**src/rtl/adder_pkg.sv**
```systemverilog
// Shared types and sizing helpers for the chunked serial adder.
package adder_pkg;

  typedef enum logic {
    IDLE = 1'b0,
    RUN  = 1'b1
  } state_t;

  // Counter width for a given chunk count; never narrower than one bit.
  function automatic int cnt_width(input int nchunk);
    return (nchunk > 1) ? $clog2(nchunk) : 1;
  endfunction

endpackage

```
**src/rtl/chunk_adder.sv**
```systemverilog
// Combinational CHUNK-bit ripple adder built from full-adder cells.
module chunk_adder #(
  parameter int CHUNK = 4
) (
  input  logic [CHUNK-1:0] a,
  input  logic [CHUNK-1:0] b,
  input  logic             ci,
  output logic [CHUNK-1:0] s,
  output logic             co,
  output logic             c_msb_in
);

  logic [CHUNK:0] c;

  assign c[0] = ci;

  for (genvar i = 0; i < CHUNK; i++) begin : g_fa
    assign s[i]   = a[i] ^ b[i] ^ c[i];
    assign c[i+1] = (a[i] & b[i]) | (c[i] & (a[i] ^ b[i]));
  end

  // The carry into the top bit is only meaningful on the last chunk, where it feeds overflow.
  assign co       = c[CHUNK];
  assign c_msb_in = c[CHUNK-1];

endmodule

```
**src/rtl/chunked_serial_adder.sv**
```systemverilog
// Multi-cycle add/subtract: processes CHUNK bits per cycle with a registered carry between chunks.
module chunked_serial_adder
  import adder_pkg::*;
#(
  parameter int WIDTH = 32,
  parameter int CHUNK = 4
) (
  input  logic             clk,
  input  logic             rst_n,
  input  logic             start,
  input  logic [WIDTH-1:0] A,
  input  logic [WIDTH-1:0] B,
  input  logic             Cin,
  input  logic             Sub,
  output logic             busy,
  output logic             done,
  output logic [WIDTH-1:0] S,
  output logic             Cout,
  output logic             Ovf
);

  localparam int NCHUNK = WIDTH / CHUNK;
  localparam int CW     = cnt_width(NCHUNK);
  localparam logic [CW-1:0] LAST = CW'(NCHUNK - 1);

  state_t state, next_state;

  logic [WIDTH-1:0] a_q, b_q;
  logic             sub_q;
  logic             carry_q;
  logic [CW-1:0]    cnt;

  logic [CHUNK-1:0] a_chunk, b_chunk, sum_chunk;
  logic             co_chunk, c_msb;
  logic             accept, last;

  always_ff @(posedge clk) begin
    if (!rst_n) state <= IDLE;
    else        state <= next_state;
  end

  always_comb begin
    next_state = state;
    accept     = 1'b0;
    last       = 1'b0;
    case (state)
      IDLE: begin
        if (start) begin
          next_state = RUN;
          accept     = 1'b1;
        end
      end
      RUN: begin
        if (cnt == LAST) begin
          next_state = IDLE;
          last       = 1'b1;
        end
      end
      default: next_state = IDLE;
    endcase
  end

  assign busy = (state == RUN);

  // Select the active chunk; B is inverted here so subtraction reuses the adder.
  always_comb begin
    a_chunk = '0;
    b_chunk = '0;
    for (int k = 0; k < NCHUNK; k++) begin
      if (cnt == CW'(k)) begin
        a_chunk = a_q[k*CHUNK +: CHUNK];
        b_chunk = b_q[k*CHUNK +: CHUNK] ^ {CHUNK{sub_q}};
      end
    end
  end

  chunk_adder #(
    .CHUNK(CHUNK)
  ) u_chunk_adder (
    .a        (a_chunk),
    .b        (b_chunk),
    .ci       (carry_q),
    .s        (sum_chunk),
    .co       (co_chunk),
    .c_msb_in (c_msb)
  );

  always_ff @(posedge clk) begin
    if (!rst_n) begin
      a_q     <= '0;
      b_q     <= '0;
      sub_q   <= 1'b0;
      carry_q <= 1'b0;
      cnt     <= '0;
      done    <= 1'b0;
      S       <= '0;
      Cout    <= 1'b0;
      Ovf     <= 1'b0;
    end else begin
      done <= last;
      if (accept) begin
        a_q     <= A;
        b_q     <= B;
        sub_q   <= Sub;
        carry_q <= Sub ? 1'b1 : Cin;
        cnt     <= '0;
      end else if (state == RUN) begin
        for (int k = 0; k < NCHUNK; k++) begin
          if (cnt == CW'(k)) S[k*CHUNK +: CHUNK] <= sum_chunk;
        end
        carry_q <= co_chunk;
        cnt     <= cnt + CW'(1);
        if (last) begin
          Cout <= co_chunk;
          Ovf  <= co_chunk ^ c_msb;
        end
      end
    end
  end

endmodule

```
**config.mk**
```make
export PLATFORM = sky130hd
export DESIGN_NAME = chunked_serial_adder
export DESIGN_NICKNAME = d
export VERILOG_FILES = /design/src/rtl/adder_pkg.sv /design/src/rtl/chunk_adder.sv /design/src/rtl/chunked_serial_adder.sv
export SDC_FILE = /design/constraint.sdc
export NUM_CORES = 1
export LEC_CHECK = 0
export BUFFER_PORTS_ARGS = -buffer_cell sky130_fd_sc_hd__buf_2
export CORE_ASPECT_RATIO = 1.4
export CORE_MARGIN = 3
export CORE_UTILIZATION = 30
export CTS_CLUSTER_SIZE = 8
export DETAILED_ROUTE_END_ITERATION = 10
export MAX_ROUTING_LAYER = met4
export PLACE_DENSITY = 0.46
export SLEW_MARGIN = 10
export SYNTH_ARGS = -nofsm -noshare
export SYNTH_HDL_FRONTEND = slang
export SYNTH_HIERARCHICAL = 1
export SYNTH_SLANG_ARGS = --single-unit
```
**constraint.sdc**
```tcl
create_clock -name clk -period 9.2 [get_ports clk]
set_input_delay 2.76 -clock clk [delete_from_list [all_inputs] [get_ports clk]]
set_output_delay 2.76 -clock clk [all_outputs]
set_load 0.01 [all_outputs]
```
# Word-level counts from Yosys, hierarchy flattened
# Cells that the tools add are included.
# word_totals
input_bits,69
word_cells,94
out_inout_bits,36
ff_bits,105
# op_classes
n_addsub,1
n_reduce_logical,12
eq_ne,7
n_bitwise,32
n_mux,25
# op_table
op,n
4-bit 2-to-1 mux,16
4-bit bitwise XOR,8
3-bit AND reduction,9
3-bit == test (second input constant),4
1-bit bitwise XOR,9
1-bit bitwise AND,8
1-bit 2-to-1 mux,8
3-bit by 2-bit == test with 1-bit output (second input constant),2
1-bit OR,4
3-bit by 1-bit adder with 3-bit output (second input constant),1
3-bit by 1-bit == test with 1-bit output (second input constant),1
3-bit logical NOT,1
1-bit NOT,3
1-bit one-hot mux with 2 select lines,1
2-bit nonzero test,1
2-bit OR reduction,1

# Longest topological paths before layout
# depth
ltp_word,20
mapped_depth,17
ltp_nobuf,15

# Hierarchy
# The synthesis kept the hierarchy.
# by_module_without_submodules
module,n_inst,cells_per_inst,seq_area_each_um2,area_each_um2
chunked_serial_adder,1,605,2102.0,4956.0
chunk_adder,1,12,0.0,110.1

# Worst setup path before layout
# Ideal clock, no wire load.
# synth_path
path_type,reg2reg
from,reg cnt[2]
to,reg S[27]
path_buffers,3
arrival_ps,3510
path_stages_with_launch,18
required_time_ps,9084
setup_slack_ps,5574
path_cell_list,dfxtp_1 buf_2 inv_1 ha_1 clkbuf_1 or2_1 a21oi_1 a21oi_1 a31oi_1 fa_1 inv_1 fa_1 fa_1 inv_1 fa_1 clkbuf_1 mux2i_1 nor2b_1
# synth_via
elab_chain_cells,17
word_cells_on_any_way,39
classes_between,eq/ne (7); mux (16); bitwise (14); reduce/logical (2)
# synth_lines
element,line_no,rtl
"start, declared",chunked_serial_adder.sv:31,logic [CW-1:0] cnt;
"start signal, assigned",chunked_serial_adder.sv:112,cnt <= cnt + CW'(1);
3-bit logical NOT,chunked_serial_adder.sv:70,if (cnt == CW'(k)) begin
4-bit 2-to-1 mux (7 in a row),chunked_serial_adder.sv:70,
4-bit 2-to-1 mux *,chunked_serial_adder.sv:70,
net a_chunk[0],chunked_serial_adder.sv:33,"logic [CHUNK-1:0] a_chunk, b_chunk, sum_chunk;"
1-bit bitwise XOR,chunk_adder.sv:19,assign c[i+1] = (a[i] & b[i]) | (c[i] & (a[i] ^ b[i]));
1-bit bitwise AND,chunk_adder.sv:19,
1-bit OR *,chunk_adder.sv:19,
1-bit bitwise AND *,chunk_adder.sv:19,
1-bit OR *,chunk_adder.sv:19,
1-bit bitwise AND *,chunk_adder.sv:19,
1-bit OR *,chunk_adder.sv:19,
net c_msb,chunked_serial_adder.sv:34,"logic co_chunk, c_msb;"
1-bit bitwise XOR *,chunk_adder.sv:18,assign s[i] = a[i] ^ b[i] ^ c[i];
net sum_chunk[3],chunked_serial_adder.sv:33,
"end signal, assigned by index",chunked_serial_adder.sv:109,if (cnt == CW'(k)) S[k*CHUNK +: CHUNK] <= sum_chunk;
"end, declared",chunked_serial_adder.sv:17,"output logic [WIDTH-1:0] S,"
# Mark *: on every way through the listed nets, which the timed path passes. The rest lies on a longest branch.
# A chain may end at the register's enable or synchronous reset.

# Worst setup path after layout
# layout_path
from,reg cnt[2]
to,reg S[19]
# Same word-level chain as after synthesis.

==> results.txt <==
The global routing stage identified its most utilized layer as met2. The buffer type at the clock tree root is clkbuf_16. The number of hold buffers added after cts is 0. The number of synthesis warnings came out at 6. The number of global-route vias before repair was 4282.

The timing-limited maximum frequency came out at 213 MHz. Among all flip-flop cells after synthesis, the most frequent one is dfxtp_1. In the finished design, the share of the clock period the worst path needs comes to 51.1%. The global placement routability congestion is 0.835.

The worst relative slew slack came out at 27.8%. STA classifies the critical path startpoint as a flop. The number of H-tree levels came out at 3.

Power comes to 1.06 mW. The number of flops mapped to enable cells by yosys is 0. The placed instances occupy a cell area of 0.00565 mm2. The first-pass GRT wire length came out at 21500 um. The routed length per instance came out at 15.1 um. The worst register-to-register path begins at cnt[2]$_SDFFE_PP0P_. The max-cap check violation count came out at 0. The area of the core is ~0.016 mm2.

The number of nets at the end of the flow came out at between 700 and 800. The tightest min-delay check is of the reg -> reg type. The mean instance size in the synthesized netlist is 8.21 um2.

After synthesis the netlist holds a flip-flop and latch count of roughly 110. The effective utilization at floorplan came out at a little under a third. The largest fanout on the critical path came out at 25. The post-CTS setup buffer count is 0. The total leakage power came out at 2.42 nW. The worst vdd rail ir drop came out at around 0.00012 V. The setup TNS is 0 ns.

The detailed-route wire length is 13500 um. The max-slew violation total from the final report came out at 0. The most used cell along the critical path is fa_1.

Grouping stages by cell kind, the critical path spends the most delay in adder cells. The post-detailed-route DRC marker count came out at 0. The number of endpoints failing setup at the final stage came out at 0. The worst slack after detailed placement came out at ~4.5 ns.

The power density relative to cell area came out at 177 mW/mm2. The I/O pin count came out at 105. The detailed router placed 4340 vias in this run.

The global-route usage over all layers is between 10% and 20%. The initial antenna violation count was 0. The final hold violation count came out at 0. The pin slew with the least headroom to its limit came out at 1.08 ns. The total stage count of the critical path is 13. Setup repair after global routing left no endpoint under its margin. The HPWL reported at the end of detailed placement came out at 9690 um. The count of input and output buffers came out at 104.

The global routing met1 resource utilization came out at 18.3%. The clock transition at the register clock pins on the worst setup and hold paths after CTS came out at ~0.07 ns. The met2 routing resource usage after global routing came out at 24.0%. STA classifies the critical path endpoint as a flop.

The final cell area excluding filler cells is 0.00598 mm2. Once detail routing completed, the nets flagged for antenna violations numbered 0. For the final database, setup skew stands at 0.00930 ns.

The repair_antennas step left the layout with diodes totalling 0. The total overflow left after global routing is 0. The time the final worst path needs with I/O delays and setup came out at 4.70 ns. Dividing the detail-routed via count by the number of cells gives slightly below 5. In the global route stage, met3 resource usage came out at around 2.5%.

The post-cts sizing count came out at 0. The fraction of layout instances using a drive strength above 1 is 19.0%. In this run the critical register-to-register path is captured at S[19]$_SDFFE_PN0P_. The worst setup path is of the reg -> reg kind. The cell count after synthesis came out at 617. The startpoint identified for the worst hold timing path is S[6]$_SDFFE_PN0P_. STA puts the critical path data arrival time at 4.93 ns. The die height is 160 um. The path with the worst hold slack has its endpoint at S[6]$_SDFFE_PN0P_.

TritonCTS built the clock tree. The TritonCTS buffer count is 9. Together, buffers and inverters on the worst path number 3. The distinct cell type count after synthesis is 38.

The first-pass iteration count of the detailed router is 4. Data on the critical path is required at its endpoint by 9.43 ns. The clock sink total came out at 105. The run finished with clean final reports. For the worst-skew pair, the clock arrives at the later sink with an insertion delay of ~0.35 ns.

After synthesis, flip-flops and latches occupy 41.5% of the total area. The die width came out at approximately 120 um. Synthesis produced a netlist with a net count of 696. The area overhead of the layout relative to synthesis is 18.1%. The flop-to-flop setup slack is 4.50 ns. The path depth of the worst reg2reg path came out at 13. On the worst path, the slowest cell contributes a delay of 1.03 ns. The critical path goes through ha_1 > inv_1 > nand3_1 > o22ai_1 > a31oi_1 > fa_1 > inv_1 > fa_1 > fa_1 > inv_1 > fa_1 > mux2i_1 > nor2b_1.

On the critical path, the stage with the largest delay is an instance of dfxtp_1. The proportion of synthesized flip-flops having asynchronous set or reset came out at 0%. The post-synth design cell area came out at about 0.005 mm2. The number of buffers between clock root and the deepest sink came out at 2. Entering global routing, the biggest net connects 106 pins. The overall die area came out at 0.0185 mm2.

The worst hold slack across all endpoints is 0.449 ns. The worst-case setup margin in the final layout is 4.50 ns. The number of DRC violations after detailed-routing iteration 0 came out at 248. The number of placement rows came out at 55. Counting instances, the worst hold path has a depth of 2.
layer usage:
| metal | share of wire [%] | up-vias |
|---|---|---|
| met5 | 0 | - |
| met4 | 2.2 | 0 |
| met3 | 4.3 | 24 |
| met2 | 48 | 114 |
| met1 | 46 | 1988 |
| li1 | - | 2214 |
how the worst max path moves through the flow:
stage | end | slack (ns) | start
CTS | S[19]$_SDFFE_PN0P_ | 4.49 | cnt[2]$_SDFFE_PP0P_
floorplan | S[27]$_SDFFE_PN0P_ | 5.57 | cnt[2]$_SDFFE_PP0P_
global placement | S[19]$_SDFFE_PN0P_ | 4.74 | cnt[2]$_SDFFE_PP0P_
global route | S[19]$_SDFFE_PN0P_ | 4.12 | cnt[2]$_SDFFE_PP0P_
detailed placement | S[27]$_SDFFE_PN0P_ | 4.49 | cnt[2]$_SDFFE_PP0P_
finish | S[19]$_SDFFE_PN0P_ | 4.50 | cnt[2]$_SDFFE_PP0P_
flip-flops by register name, summed over array words and instances, names as in the netlist:
register / count
Cout: 1
Ovf: 1
S: 32
a_q: 32
b_q: 32
busy: 1
carry_q: 1
cnt: 3
done: 1
sub_q: 1
logic make-up after synthesis:
logic type	share of synthesized area (%)
multiplexers	3.16
AO/OA/AOI/OAI	22.1
XOR/XNOR	3.63
AND/OR/NAND/NOR	20.4
flip-flops	41.5
adder cells (fa/ha/maj)	3.06
buffers and inverters	6.20
worst min-delay path: stages (launching register included):
cell	delay [ns]
dfxtp_1	0.31
nand2_1	0.05
a21boi_1	0.05
placed cells by master (no fill, tap or decap), types with 2 or more instances in the layout:
cell type  Yosys  final
ha_1           6      6
buf_4          4      6
o21ai_0        9      9
mux2i_1       16     16
and2_1         2      2
dfxtp_1      105    105
a21boi_1      69     69
nor3_1         3      3
fa_1           4      4
nor2b_1       18     17
nor4b_1        4      4
o22ai_1       12     12
nor2_1         6      6
a221o_1        4      4
inv_1         20     20
nand2_1      166    166
and3_1         2      2
buf_2         20    104
o21ai_1        4      4
nand3_1       25     25
a221oi_1       4      4
a21oi_1       28     28
a31oi_1        8      8
a21boi_0      17     17
o221a_1        4      4
clkinv_4       0      3
xnor2_1       21     21
clkbuf_16      0      9
bufinv_16      0      2
layout make-up:
cell class,instances,area [um2]
Clock buffer,10,239
Clock inverter,6,91.3
Fill cell,1743,10400
Inverter,20,75.1
Multi-Input combinational cell,443,2660
Sequential cell,105,2100
Tap cell,199,249
Timing Repair Buffer,110,566
power breakdown:
part	internal (mW)	leakage, nW	switching (mW)	total [mW]
combinational	0.0586	1.40	0.0908	0.149
sequential	0.475	0.857	0.0165	0.492
clock	0.247	0.163	0.173	0.420
synth_stat cells (2+ instances only):
master | count | area [um2]
nand2_1 | 166 | 623
dfxtp_1 | 105 | 2100
a21boi_1 | 69 | 518
a21oi_1 | 28 | 140
nand3_1 | 25 | 125
clkbuf_1 | 23 | 86.3
xnor2_1 | 21 | 184
buf_2 | 20 | 100
inv_1 | 20 | 75.1
nor2b_1 | 18 | 113
a21boi_0 | 17 | 128
mux2i_1 | 16 | 160
o22ai_1 | 12 | 75.1
o21ai_0 | 9 | 45.0
a31oi_1 | 8 | 50.1
ha_1 | 6 | 75.1
nor2_1 | 6 | 22.5
a221o_1 | 4 | 40.0
a221oi_1 | 4 | 35.0
buf_4 | 4 | 30.0
fa_1 | 4 | 80.1
nor4b_1 | 4 | 35.0
o21ai_1 | 4 | 20.0
o221a_1 | 4 | 45.0
nor3_1 | 3 | 15.0
and2_1 | 2 | 12.5
and3_1 | 2 | 12.5
buf_6 | 2 | 22.5
nand2b_1 | 2 | 12.5
stage by stage:
stage          util, %  instances
2_1_floorplan        -        617
6_report          36.5        893
3_3_place_gp      34.5        877
3_5_place_dp      34.5        877
4_1_cts           36.5        893
5_1_grt           36.5        893
No activity file was read; power rests on OpenSTA's default activity.
